$ cat config.mk
export PLATFORM = sky130hd
export DESIGN_NAME = param_rom_stream_ctrl
export DESIGN_NICKNAME = d
export VERILOG_FILES = /design/src/rtl/param_rom_stream_ctrl.sv
export SDC_FILE = /design/constraint.sdc
export NUM_CORES = 1
export LEC_CHECK = 0
export CAP_MARGIN = 0
export CORE_ASPECT_RATIO = 1.2
export CORE_MARGIN = 8
export CORE_UTILIZATION = 55
export DETAILED_ROUTE_END_ITERATION = 10
export GPL_TIMING_DRIVEN = 0
export PLACE_DENSITY = 0.9
export SETUP_SLACK_MARGIN = 0.4
export SLEW_MARGIN = 20
export SYNTH_ARGS = -nofsm -noshare
export SYNTH_HDL_FRONTEND = slang
export SYNTH_SLANG_ARGS = --single-unit
$ cat constraint.sdc
create_clock -name clk -period 3.5 [get_ports clk]
set_clock_uncertainty 0.2 [all_clocks]
set_input_delay 0.7 -clock clk [delete_from_list [all_inputs] [get_ports clk]]
set_output_delay 0.7 -clock clk [all_outputs]
set_load 0.02 [all_outputs]
$ cat src/rtl/param_rom_stream_ctrl.sv
// Streams a parameter tensor from a fixed-latency ROM to a valid/ready consumer, NUM_REPEAT passes
// per start, with credit-limited address issue feeding a small first-word-fall-through buffer.
module param_rom_stream_ctrl #(
  parameter int unsigned PRECISION    = 16,
  parameter int unsigned PARALLELISM  = 1,
  parameter int unsigned OUT_DEPTH    = 32,
  parameter int unsigned ROM_LATENCY  = 2,
  parameter int unsigned FIFO_DEPTH   = 4,
  parameter int unsigned REPEAT_WIDTH = 8,
  parameter int unsigned AWIDTH       = $clog2(OUT_DEPTH) + 1
) (
  input  logic                             clk,
  input  logic                             rst,
  input  logic                             start,
  input  logic [REPEAT_WIDTH-1:0]          num_repeat,
  output logic                             busy,
  output logic                             done,
  output logic [AWIDTH-1:0]                rom_addr,
  output logic                             rom_ce,
  input  logic [PRECISION*PARALLELISM-1:0] rom_q,
  output logic [PRECISION-1:0]             data_out [PARALLELISM],
  output logic                             data_out_valid,
  input  logic                             data_out_ready
);

  localparam int unsigned DW = PRECISION * PARALLELISM;
  localparam int unsigned PW = (FIFO_DEPTH > 1) ? $clog2(FIFO_DEPTH) : 1;
  localparam int unsigned CW = $clog2(FIFO_DEPTH + 1);
  localparam int unsigned IW = $clog2(ROM_LATENCY + 1);

  if (FIFO_DEPTH < ROM_LATENCY + 1) begin : g_cfg_check
    $error("param_rom_stream_ctrl: FIFO_DEPTH must be >= ROM_LATENCY+1");
  end

  typedef enum logic [1:0] {StIdle, StRun, StDrain} state_e;

  state_e                  state_q;
  logic                    busy_q, done_q;
  logic [AWIDTH-1:0]       addr_cnt_q;
  logic [REPEAT_WIDTH-1:0] rep_cnt_q, num_rep_q;
  logic [ROM_LATENCY-1:0]  vld_sr_q;
  logic [IW-1:0]           inflight_q, inflight_d;
  logic [CW-1:0]           fifo_cnt_q, fifo_cnt_d;
  logic [PW-1:0]           rd_ptr_q, wr_ptr_q;
  logic [DW-1:0]           mem_q [FIFO_DEPTH];
  logic                    issue, push, pop, last_addr, last_rep;

  function automatic logic [PW-1:0] ptr_inc(input logic [PW-1:0] p);
    return (p == PW'(FIFO_DEPTH - 1)) ? '0 : p + PW'(1);
  endfunction

  // Credit uses registered counts only; a pop this cycle frees its slot next cycle.
  always_comb begin
    issue      = (state_q == StRun) &&
                 ((32'(fifo_cnt_q) + 32'(inflight_q)) < FIFO_DEPTH);
    push       = vld_sr_q[ROM_LATENCY-1];
    pop        = (fifo_cnt_q != '0) && data_out_ready;
    inflight_d = inflight_q + IW'(issue) - IW'(push);
    fifo_cnt_d = fifo_cnt_q + CW'(push) - CW'(pop);
    last_addr  = (addr_cnt_q == AWIDTH'(OUT_DEPTH - 1));
    last_rep   = (rep_cnt_q == num_rep_q - REPEAT_WIDTH'(1));
  end

  always_comb begin
    for (int j = 0; j < PARALLELISM; j++) begin
      data_out[j] = mem_q[rd_ptr_q][PRECISION*j +: PRECISION];
    end
  end

  assign data_out_valid = (fifo_cnt_q != '0);
  assign rom_addr       = addr_cnt_q;
  assign rom_ce         = 1'b1;
  assign busy           = busy_q;
  assign done           = done_q;

  always_ff @(posedge clk) begin
    if (rst) begin
      state_q    <= StIdle;
      busy_q     <= 1'b0;
      done_q     <= 1'b0;
      addr_cnt_q <= '0;
      rep_cnt_q  <= '0;
      num_rep_q  <= '0;
    end else begin
      done_q <= 1'b0;
      unique case (state_q)
        StIdle: begin
          if (start) begin
            if (num_repeat != '0) begin
              state_q    <= StRun;
              busy_q     <= 1'b1;
              num_rep_q  <= num_repeat;
              addr_cnt_q <= '0;
              rep_cnt_q  <= '0;
            end else begin
              done_q <= 1'b1;
            end
          end
        end
        StRun: begin
          if (issue) begin
            if (last_addr) begin
              addr_cnt_q <= '0;
              rep_cnt_q  <= rep_cnt_q + REPEAT_WIDTH'(1);
              if (last_rep) state_q <= StDrain;
            end else begin
              addr_cnt_q <= addr_cnt_q + AWIDTH'(1);
            end
          end
        end
        StDrain: begin
          // Finish as the last beat leaves, so done lands the cycle after it.
          if ((fifo_cnt_d == '0) && (inflight_d == '0)) begin
            state_q <= StIdle;
            busy_q  <= 1'b0;
            done_q  <= 1'b1;
          end
        end
        default: begin
          state_q <= StIdle;
          busy_q  <= 1'b0;
        end
      endcase
    end
  end

  always_ff @(posedge clk) begin
    if (rst) begin
      vld_sr_q   <= '0;
      inflight_q <= '0;
      fifo_cnt_q <= '0;
      rd_ptr_q   <= '0;
      wr_ptr_q   <= '0;
    end else begin
      vld_sr_q   <= (vld_sr_q << 1) | ROM_LATENCY'(issue);
      inflight_q <= inflight_d;
      fifo_cnt_q <= fifo_cnt_d;
      if (push) wr_ptr_q <= ptr_inc(wr_ptr_q);
      if (pop)  rd_ptr_q <= ptr_inc(rd_ptr_q);
    end
  end

  always_ff @(posedge clk) begin
    if (push) mem_q[wr_ptr_q] <= rom_q;
  end

endmodule

==> results.md <==
* Reg power frac at 0.473
* DP Wirelength at 6.08 mm
* Min-delay src: vld_sr_q[0]$_SDFF_PP0_
* Fin crit share at 0.837
* Synth unique cells at 58
* Fin crit period at 2.93 ns
* Largest net degree at the start of global routing at 20
* Final WS setup at 0.571 ns
* First-pass GRT wire length at 14.3 mm
* Commonest register cell after synthesis: edfxtp_1
* Antenna diodes at 0
* Htree depth at 3
* R2R Path End: done$_SDFF_PP0_
* DRT antenna net count at 0
* Least-Margin Pin Slew at 0.819 ns
* PwrDens at 554 nW/um2
* Crit. End Element: register
* Avg Inst Size Synth at 13.6 um2
* Switching pwr at 910 uW
* Rel. slew slack at 0.454
* Max_cap viols at 0
* CTS root buf: clkbuf_8
* Die ar. at 11400 um2
* Unrepaired setup endpoints after global routing: true
* Clock latency on the worst-skew pair at 0.36 ns
* Synth Warn # at 0
* Final Wtd Congestion at 0.844
* Pre-CTS setup slack at -0.00594 ns
* Core Footprint at 8020 um2
* Arr. time, crit path at 3.02 ns
* DRT Wirelength at 8.71 mm
* DP Area at 5130 um2
* Via Count at 2893
* Sequential fraction of the synthesis area at 0.600
* Iteration-0 DRC Markers at 117
* CTS Hold Buffers Added at 0
* Tot Pwr at 2980 uW
* PortBufs at 50
* Fmax achieved at 341 MHz
* Die Y at 115 um
* Worst setup SP type: input pin
* R2r setup slk at 0.57 ns
* Hold Path Depth at 1
* WL per Instance at 17.6 um
* Synth Register Bits at 103
* Switching Fraction at 0.305
* Layout cell share with drive strength beyond 1 at 0.150
* Finished Cell Area at 5380 um2
* RR Startpoint: fifo_cnt_q[1]$_SDFF_PP0_
* Comb pwr share at 0.288
* Area delta synth->final at 19.4%
* Max IR drop VDD at 0.346 mV
* LEAKAGE at 0.00193 uW
* Number of synthesized flops with an enable pin at 64
* Final hold violation count at 0
* DIE WIDTH at 98.6 um
* Synthesized Nets at 374
* Required @ worst endpoint at 3.59 ns
* Initial antenna violation count at 0
* Async S/R FF share, synth at 0
* CTS tree: yes
* Max Buffers Root-to-Sink at 2
* Slew Limit Fails at 0
* Cell area after synthesis at 4500 um2
* Worst min path class: reg -> reg
* Mapped Cells at 332
* Final Setup Violations at 0
* Rows at 36
* Internal Power at 2070 uW
* Hold EP: vld_sr_q[1]$_SDFF_PP0_
* Critical path class: in -> reg
* Starting Density at 0.562
* CTS Buf Count at 9
* # DRC at 0
* IO Count at 54
* Reg2reg path depth at 10
* Status: completed
* Clock power share at 0.239
* Clock tree sinks at 103
* Global route overflow at 0
* Total GRT Usage at 0.157
* Pre-antenna DRT Iters at 4
* Worst Path Max Fanout at 3
* Vias in the first global route at 2954
* Vias per cell at 5.84
* # nets final at 437
* Clk slew on worst S/H paths at 0.10 ns
* CP startpoint: data_out_ready
==> power by group through the flow <==
stage | registers (uW) | clock network (uW) | logic [uW]
2_1_floorplan | 1430 | 0 | 545
3_3_place_gp | 1430 | 0 | 793
3_5_place_dp | 1430 | 0 | 811
4_1_cts | 1410 | 725 | 869
5_1_grt | 1420 | 779 | 943
6_report | 1410 | 711 | 859
==> worst max path at each step <==
stage / to / cells after the start / slack (ns)
floorplan: busy$_SDFFE_PP0P_ / 11 / 0.44
global placement: done$_SDFF_PP0_ / 11 / 0.03
detailed placement: busy$_SDFFE_PP0P_ / 11 / -0.006
CTS: data_out[6] / 4 / 0.40
global route: done$_SDFF_PP0_ / 10 / 0.39
finish: done$_SDFF_PP0_ / 11 / 0.57
==> layout make-up <==
cell class	count	area, um2
clock inverter	6	57.6
clock buffer	10	128
buffer	16	111
timing repair buffer	52	533
sequential	103	2710
tap	95	119
multi-input combinational	201	1680
fill	557	2640
inverter	12	45.0
==> Yosys cell counts, types with 2 or more instances <==
cell type	count	area share
a211oi_1	2	0.0033
a21oi_1	21	0.023
a31oi_1	2	0.0028
a41oi_1	2	0.0039
and2_1	5	0.0069
and3_1	3	0.0042
and4_1	2	0.0039
buf_2	2	0.0022
buf_6	3	0.0075
clkbuf_1	8	0.0067
dfxtp_1	39	0.17
edfxtp_1	64	0.43
ha_1	13	0.036
inv_1	12	0.010
mux2i_1	6	0.013
mux4_2	16	0.080
nand2_1	16	0.013
nand2b_1	5	0.0069
nand3_1	9	0.010
nand4_1	4	0.0056
nor2_1	19	0.016
nor2b_1	6	0.0083
nor3_1	7	0.0078
nor4_2	2	0.0056
o211ai_1	2	0.0033
o21ai_0	5	0.0056
o21ai_1	5	0.0056
or3_1	10	0.014
xnor2_1	8	0.016
xor2_1	6	0.012
==> stage by stage <==
stage	std cells	utilization	hold slack, ns	setup TNS (ns)
3_5_place_dp	477	0.640	0.228	-0.0107
3_3_place_gp	477	0.640	0.221	0
6_report	495	0.671	0.258	0
5_1_grt	495	0.671	0.281	0
4_1_cts	495	0.668	0.252	0
2_1_floorplan	332	-	0.214	0
==> flip-flops by register name (all words and copies together), names as in the netlist, named ones only <==
name	count
busy	1
done	1
fifo_cnt_q	3
inflight_q	2
mem_q	64
num_rep_q	8
rd_ptr_q	2
rep_cnt_q	8
rom_addr	6
state_q	2
vld_sr_q	2
wr_ptr_q	2
==> cells in the final DEF (no fill, tap or decap), types with 3 or more instances in the layout <==
cell type | netlist | layout
clkbuf_8 | 1 | 10
mux2i_1 | 6 | 6
nand2_1 | 16 | 15
clkbuf_2 | 1 | 3
inv_1 | 12 | 12
buf_6 | 3 | 4
edfxtp_1 | 64 | 64
inv_6 | 0 | 4
o21ai_1 | 5 | 5
dfxtp_1 | 39 | 37
clkdlybuf4s50_1 | 0 | 40
dlymetal6s2s_1 | 0 | 8
nor2_1 | 19 | 19
mux4_2 | 16 | 16
ha_1 | 13 | 13
and3_1 | 3 | 3
nor3_1 | 7 | 6
xor2_1 | 6 | 6
a21oi_1 | 21 | 21
and2_1 | 5 | 5
xnor2_1 | 8 | 8
or3_1 | 10 | 9
clkbuf_1 | 8 | 7
o21ai_0 | 5 | 5
nand4_1 | 4 | 4
nor2b_1 | 6 | 6
nand3_1 | 9 | 9
buf_4 | 1 | 4
nand2b_1 | 5 | 5
==> worst max-delay path, stage by stage <==
cell	delay, ns
clkdlybuf4s50_1	0.41
nand2_2	0.08
inv_1	0.05
ha_1	0.26
inv_1	0.04
ha_1	0.18
fa_1	0.47
or3_4	0.36
nor3_4	0.22
a22oi_1	0.09
nor3_1	0.15
==> kinds of logic (layout without fill, tap and decap cells) <==
logic type,Yosys count,count (layout),share of synthesized area
DFF,103,103,0.600
and+or+nand+nor,98,98,0.124
AOI/OAI and AO/OA,51,51,0.0778
buffers and inverters,28,96,0.0322
muxes,23,23,0.0967
adders and majority gates,14,14,0.0406
xor gates and xnor gates,14,14,0.0272
other,1,1,0.000833
==> what timing repair did <==
action / 4_1_cts / 5_1_grt
resized for setup: 11 / 10
pin swaps: 4 / 4
buffers inserted: 2 / 0
endpoints found under the setup margin: 13 / 10
==> per-layer routing <==
metal | track usage | routed length [um] | up-vias
li1 | - | - | 1366
met1 | 0.176 | 3610 | 1441
met2 | 0.287 | 4580 | 71
met3 | 0.0363 | 363 | 15
met4 | 0.0554 | 150 | 0
met5 | 0 | 0 | -
(Power assumes the default switching activity.)
